[src/rtl/caravel_wb_buttons_leds_if.sv]
// Wishbone slave bus bundle for the buttons/LEDs register block.
// The signal names match the Caravel user-project wrapper.
interface caravel_wb_buttons_leds_if;
   logic        wbs_cyc_i;
   logic        wbs_stb_i;
   logic        wbs_we_i;
   logic [3:0]  wbs_sel_i;
   logic [31:0] wbs_adr_i;
   logic [31:0] wbs_dat_i;
   logic        wbs_ack_o;
   logic [31:0] wbs_dat_o;

   modport master (
      output wbs_cyc_i, wbs_stb_i, wbs_we_i, wbs_sel_i, wbs_adr_i, wbs_dat_i,
      input  wbs_ack_o, wbs_dat_o
   );

   modport slave (
      input  wbs_cyc_i, wbs_stb_i, wbs_we_i, wbs_sel_i, wbs_adr_i, wbs_dat_i,
      output wbs_ack_o, wbs_dat_o
   );
endinterface

[src/rtl/caravel_wb_buttons_leds.sv]
// Wishbone register block that drives 8 LEDs and samples 3 buttons.
// It latches rising edges on the buttons and raises a maskable interrupt.
module caravel_wb_buttons_leds #(
   parameter logic [31:0] BASE_ADDR = 32'h3000_0000,
   parameter int          BTN_PIN   = 7,
   parameter int          LED_PIN   = 10
) (
   input  logic                          wb_clk_i,
   input  logic                          wb_rst_i,
   caravel_wb_buttons_leds_if.slave      wbs,
   input  logic [37:0]                   io_in,
   output logic [37:0]                   io_out,
   output logic [37:0]                   io_oeb,
   output logic                          irq
);

   logic [7:0] led_q;
   logic [2:0] irqen_q;
   logic [2:0] edge_q;
   logic [2:0] btn_meta;
   logic [2:0] btn_sync;
   logic [2:0] btn_prev;
   logic       ack_q;
   logic [31:0] dat_q;

   logic        hit;
   logic        take;
   logic        wr_en;
   logic [1:0]  offset;
   logic [2:0]  edge_clr;
   logic [2:0]  edge_rise;
   logic [31:0] rd_data;

   // A request is taken only on the cycle ack is low, so a held strobe
   // cannot produce a second ack back to back.
   assign hit      = wbs.wbs_cyc_i & wbs.wbs_stb_i
                     & (wbs.wbs_adr_i[31:4] == BASE_ADDR[31:4]);
   assign take     = hit & ~ack_q;
   assign offset   = wbs.wbs_adr_i[3:2];
   assign wr_en    = take & wbs.wbs_we_i & wbs.wbs_sel_i[0];
   assign edge_clr = (wr_en && offset == 2'd2) ? wbs.wbs_dat_i[2:0] : 3'b000;
   assign edge_rise = btn_sync & ~btn_prev;

   always_comb begin
      rd_data = '0;
      case (offset)
         2'd0: rd_data[7:0] = led_q;
         2'd1: rd_data[2:0] = btn_sync;
         2'd2: rd_data[2:0] = edge_q;
         2'd3: rd_data[2:0] = irqen_q;
         default: rd_data = '0;
      endcase
   end

   always_ff @(posedge wb_clk_i or posedge wb_rst_i) begin
      if (wb_rst_i) begin
         led_q    <= '0;
         irqen_q  <= '0;
         edge_q   <= '0;
         btn_meta <= '0;
         btn_sync <= '0;
         btn_prev <= '0;
         ack_q    <= 1'b0;
         dat_q    <= '0;
         irq      <= 1'b0;
      end else begin
         btn_meta <= io_in[BTN_PIN+2:BTN_PIN];
         btn_sync <= btn_meta;
         btn_prev <= btn_sync;
         ack_q    <= take;
         dat_q    <= (take && !wbs.wbs_we_i) ? rd_data : 32'h0;
         if (wr_en && offset == 2'd0) led_q   <= wbs.wbs_dat_i[7:0];
         if (wr_en && offset == 2'd3) irqen_q <= wbs.wbs_dat_i[2:0];
         // A new edge wins over a clear arriving on the same cycle.
         edge_q   <= (edge_q & ~edge_clr) | edge_rise;
         irq      <= |(edge_q & irqen_q);
      end
   end

   assign wbs.wbs_ack_o = ack_q;
   assign wbs.wbs_dat_o = dat_q;

   always_comb begin
      io_out = '0;
      io_out[LED_PIN +: 8] = led_q;
      io_oeb = '1;
      io_oeb[LED_PIN +: 8] = 8'h00;
   end

   // Only a few pad inputs and the low data byte are used by this block.
   logic unused_bits;
   assign unused_bits = &{1'b0, io_in, wbs.wbs_dat_i, wbs.wbs_sel_i[3:1], wbs.wbs_adr_i[1:0]};

endmodule

[src/flat_wrapper.sv]
// flat-port wrapper written by rule: the top's interface ports become plain ports
module caravel_wb_buttons_leds_flat 
#(
   parameter logic [31:0] BASE_ADDR = 32'h3000_0000,
   parameter int          BTN_PIN   = 7,
   parameter int          LED_PIN   = 10
)
  (wb_clk_i, wb_rst_i, io_in, io_out, io_oeb, irq, wbs_wbs_cyc_i, wbs_wbs_stb_i, wbs_wbs_we_i, wbs_wbs_sel_i, wbs_wbs_adr_i, wbs_wbs_dat_i, wbs_wbs_ack_o, wbs_wbs_dat_o);
  caravel_wb_buttons_leds_if wbs_i ();
  input  logic wb_clk_i;
  input  logic wb_rst_i;
  input  logic [37:0] io_in;
  output logic [37:0] io_out;
  output logic [37:0] io_oeb;
  output logic irq;
  input wire logic [$bits(wbs_i.wbs_cyc_i)-1:0] wbs_wbs_cyc_i;
  input wire logic [$bits(wbs_i.wbs_stb_i)-1:0] wbs_wbs_stb_i;
  input wire logic [$bits(wbs_i.wbs_we_i)-1:0] wbs_wbs_we_i;
  input wire logic [$bits(wbs_i.wbs_sel_i)-1:0] wbs_wbs_sel_i;
  input wire logic [$bits(wbs_i.wbs_adr_i)-1:0] wbs_wbs_adr_i;
  input wire logic [$bits(wbs_i.wbs_dat_i)-1:0] wbs_wbs_dat_i;
  output wire logic [$bits(wbs_i.wbs_ack_o)-1:0] wbs_wbs_ack_o;
  output wire logic [$bits(wbs_i.wbs_dat_o)-1:0] wbs_wbs_dat_o;
  assign wbs_i.wbs_cyc_i = wbs_wbs_cyc_i;
  assign wbs_i.wbs_stb_i = wbs_wbs_stb_i;
  assign wbs_i.wbs_we_i = wbs_wbs_we_i;
  assign wbs_i.wbs_sel_i = wbs_wbs_sel_i;
  assign wbs_i.wbs_adr_i = wbs_wbs_adr_i;
  assign wbs_i.wbs_dat_i = wbs_wbs_dat_i;
  assign wbs_wbs_ack_o = wbs_i.wbs_ack_o;
  assign wbs_wbs_dat_o = wbs_i.wbs_dat_o;
  caravel_wb_buttons_leds #(.BASE_ADDR(BASE_ADDR), .BTN_PIN(BTN_PIN), .LED_PIN(LED_PIN)) u_core (.wb_clk_i(wb_clk_i), .wb_rst_i(wb_rst_i), .wbs(wbs_i), .io_in(io_in), .io_out(io_out), .io_oeb(io_oeb), .irq(irq));
endmodule
[config.mk]
export PLATFORM = sky130hd
export DESIGN_NAME = caravel_wb_buttons_leds_flat
export DESIGN_NICKNAME = d
export VERILOG_FILES = /design/src/rtl/caravel_wb_buttons_leds_if.sv /design/src/rtl/caravel_wb_buttons_leds.sv /design/src/flat_wrapper.sv
export SDC_FILE = /design/constraint.sdc
export NUM_CORES = 1
export LEC_CHECK = 0
export BUFFER_PORTS_ARGS = -buffer_cell sky130_fd_sc_hd__buf_2
export CORE_MARGIN = 8
export CORE_UTILIZATION = 35
export DETAILED_ROUTE_END_ITERATION = 6
export PLACE_DENSITY = 0.89
export SYNTH_ARGS = -nofsm -noshare
export SYNTH_HDL_FRONTEND = slang
export SYNTH_SLANG_ARGS = --single-unit
[constraint.sdc]
create_clock -name wb_clk_i -period 2.1 [get_ports wb_clk_i]
set_clock_uncertainty 0.2 [all_clocks]
set_input_delay 0.315 -clock wb_clk_i [delete_from_list [all_inputs] [get_ports wb_clk_i]]
set_output_delay 0.315 -clock wb_clk_i [all_outputs]
set_load 0.005 [all_outputs]
==> results.py <==
metrics = {
    "status": {
        "status": "finished, final reports clean",
    },
    "yosys": {
        "yosysWarnings": 0,
        "synth_seq_area_share_pct": 40.9,
        "synth_cell_type_count": 23,
        "syn_area_sq_um": 2020,
        "synthCells": 184,
        "synth.ff_latch_count": 33,
        "syn_avg_cell_area_sq_um": 11.0,
    },
    "clocking": {
        "htree_levels": 2,
        "cts_buffer_depth": 2,
        "clock-root-buffer": "clkbuf_8",
        "postCtsSetupBuffers": 0,
        "clkSlewWorstSetupHoldPaths_ps": 70,
        "tritoncts": "done",
        "worstSkewPairLatency_ps": 280,
        "clkSinkCount": 33,
        "numCtsBuffers": 5,
    },
    "worst_setup_path": {
        "timing.rr.start": "u_core.wbs.wbs_ack_o",
        "cp-end-kind": "flip-flop",
        "cp.arrival_ps": 1910,
        "worst_r2r_endpoint": "u_core.led_q[5]",
        "crit_type": "reg2reg",
        "cp-start-kind": "flip-flop",
        "cp.required_ps": 2060,
        "cp_max_fo": 8,
        "r2r_slack_ps": 150,
        "reg2reg_depth": 5,
    },
    "final_layout": {
        "drive_gt1_share_pct": 36.3,
        "final_common_cell": "conb_1",
        "areaGrowthSynthToFinish_pct": 13.2,
        "layout_common_cells": "92 x conb_1, 64 x buf_2, 33 x dfrtp_1, 11 x mux2_2, 6 x nor4_1",
        "finalNetCount": 372,
        "stdcell_count": 335,
        "fin_area_sq_um": 2280,
    },
    "global_route": {
        "grt_pass1_wl_microns": 7130,
        "grt.total_usage_pct": 10.4,
        "antenna_found_initial": 0,
        "grt_max_degree": 34,
        "overflow": 0,
        "grt_pass1_vias": 1452,
    },
    "placement": {
        "portBuffers": 64,
        "dp_hpwl_microns": 4030,
        "gp_congestion": 0.819,
        "place_inst": 322,
        "dpl_cell_area_sq_um": 2120,
    },
    "hold_path": {
        "min_to": "u_core.led_q[3]",
        "worstHoldPathCells": 2,
        "hp-class": "in2reg",
        "min-delay-start": "wbs_wbs_dat_i[3]",
    },
    "power_and_ir_drop": {
        "p_per_area_nw_per_um2": 601,
        "peakVddDrop_mv": 0.612,
        "p_leak_nw": 1.32,
    },
    "route": {
        "drc": 0,
        "wl_per_cell_microns": 13.9,
        "drtIter0Drc": 69,
        "via_per_inst": 3.92,
        "drt-total-wl_microns": 4670,
        "num_vias": 1312,
        "drtPass1Iterations": 4,
        "ant_nets": 0,
    },
    "floorplanning": {
        "ios": 221,
        "die_area_sq_um": 8450,
        "die_y_microns": 91.9,
        "fp.dieW_microns": 91.9,
        "core-area_sq_um": 5540,
        "initial_utilization_pct": 36.4,
        "row_count": 27,
    },
    "timing": {
        "fin_tns_setup_ps": 0,
        "setup_viol": 0,
        "period_share_pct": 92.7,
        "fin_crit_ps": 1950,
        "fmax_ghz": 0.514,
        "rsz0062_at_grt": "false",
        "finalMaxSlewViolations": 0,
        "fin_hold_ws_ps": 60.2,
        "hold_viol": 0,
    },
    "job": {
        "maxCapViolCount": 0,
    },
}
## cell usage after synthesis (all sizes together)
cell    count  area, sq um
a222oi      1         10.0
and3        1         6.26
and3b       1         8.76
and4b       5         50.1
buf        92          691
clkbuf      2         7.51
conb        2         7.51
dfrtp      33          826
inv         5         18.8
mux2       11          124
mux4        3         67.6
nand2       1         3.75
nand3       1         5.00
nand3b      3         22.5
nand4       2         25.0
nor2        3         11.3
nor3        2         21.3
nor4        6         37.5
nor4b       3         26.3
nor4bb      1         10.0
o21ai       3         15.0
o31ai       3         22.5
## per-stage QoR
stage / worst slack [ps] / utilization (%) / power [W]
2_1_floorplan: 142 / - / 0.000852
5_1_grt: 63.4 / 41.1 / 0.00144
3_3_place_gp: 60.9 / 38.3 / 0.000780
6_report: 153 / 41.2 / 0.00137
3_5_place_dp: -29.0 / 38.3 / 0.000783
4_1_cts: 105 / 41.1 / 0.00138
## cells by family (layout without fill, tap and decap cells)
| logic type | Yosys count | in the layout | synth area share [%] |
|---|---|---|---|
| simple gates | 29 | 29 | 11.3 |
| buf+inv | 99 | 87 | 35.5 |
| other cells | 2 | 93 | 0.372 |
| compound gates | 7 | 7 | 2.36 |
| flops | 33 | 33 | 40.9 |
| mux | 14 | 14 | 9.49 |
## timing repair
action / in CTS / in global routing
hold endpoints to repair: 36 / 0
hold buffers: 4 / 0
resized for setup: 0 / 0
## routing by layer
layer  GRT usage, %  routed length, microns
met5              0                       0
met4           3.76                      70
met3           5.79                     655
met2           19.7                    2470
met1           8.91                    1480
## sequential cells by signal (all words and copies together) (netlist names)
signal	cells
u_core.btn_meta	3
u_core.irqen_q	3
u_core.btn_sync	3
u_core.edge_q	3
u_core.wbs.wbs_ack_o	1
u_core.btn_prev	3
u_core.wbs.wbs_dat_o	8
u_core.led_q	8
u_core.irq	1
## worst max path at each step
| stage | start | endpoint | cells past startpoint |
|---|---|---|---|
| floorplan | wbs_wbs_adr_i[12] | u_core.led_q[0] | 4 |
| global placement | wbs_wbs_adr_i[4] | u_core.led_q[4] | 6 |
| detailed placement | wbs_wbs_adr_i[11] | u_core.led_q[5] | 6 |
| CTS | u_core.wbs.wbs_ack_o | u_core.led_q[5] | 5 |
| global route | u_core.wbs.wbs_ack_o | u_core.led_q[7] | 5 |
| finish | u_core.wbs.wbs_ack_o | u_core.led_q[5] | 5 |
## cell type report
cell class	instances	area [sq um]
Fill cell	537	3260
Sequential cell	33	826
Multi-Input combinational cell	142	812
Timing Repair Buffer	74	418
Tap cell	72	90.1
Clock buffer	5	68.8
Clock inverter	3	46.3
Inverter	5	18.8
Antenna cell	1	2.50
## worst max-delay path: stages, from the launching register on
cell     delay [ps]
dfrtp_1         380
nor4_1          250
nand4_2         220
nor3_4          280
buf_12          160
mux2_2          330
## report_power, final
| group | internal (W) | switching [W] | leakage [nW] |
|---|---|---|---|
| logic | 0.0000518 | 0.0000834 | 0.844 |
| registers | 0.000644 | 0.00000370 | 0.425 |
| clock network | 0.000355 | 0.000233 | 0.0544 |
Note: power is estimated with default switching activity, not from simulation.
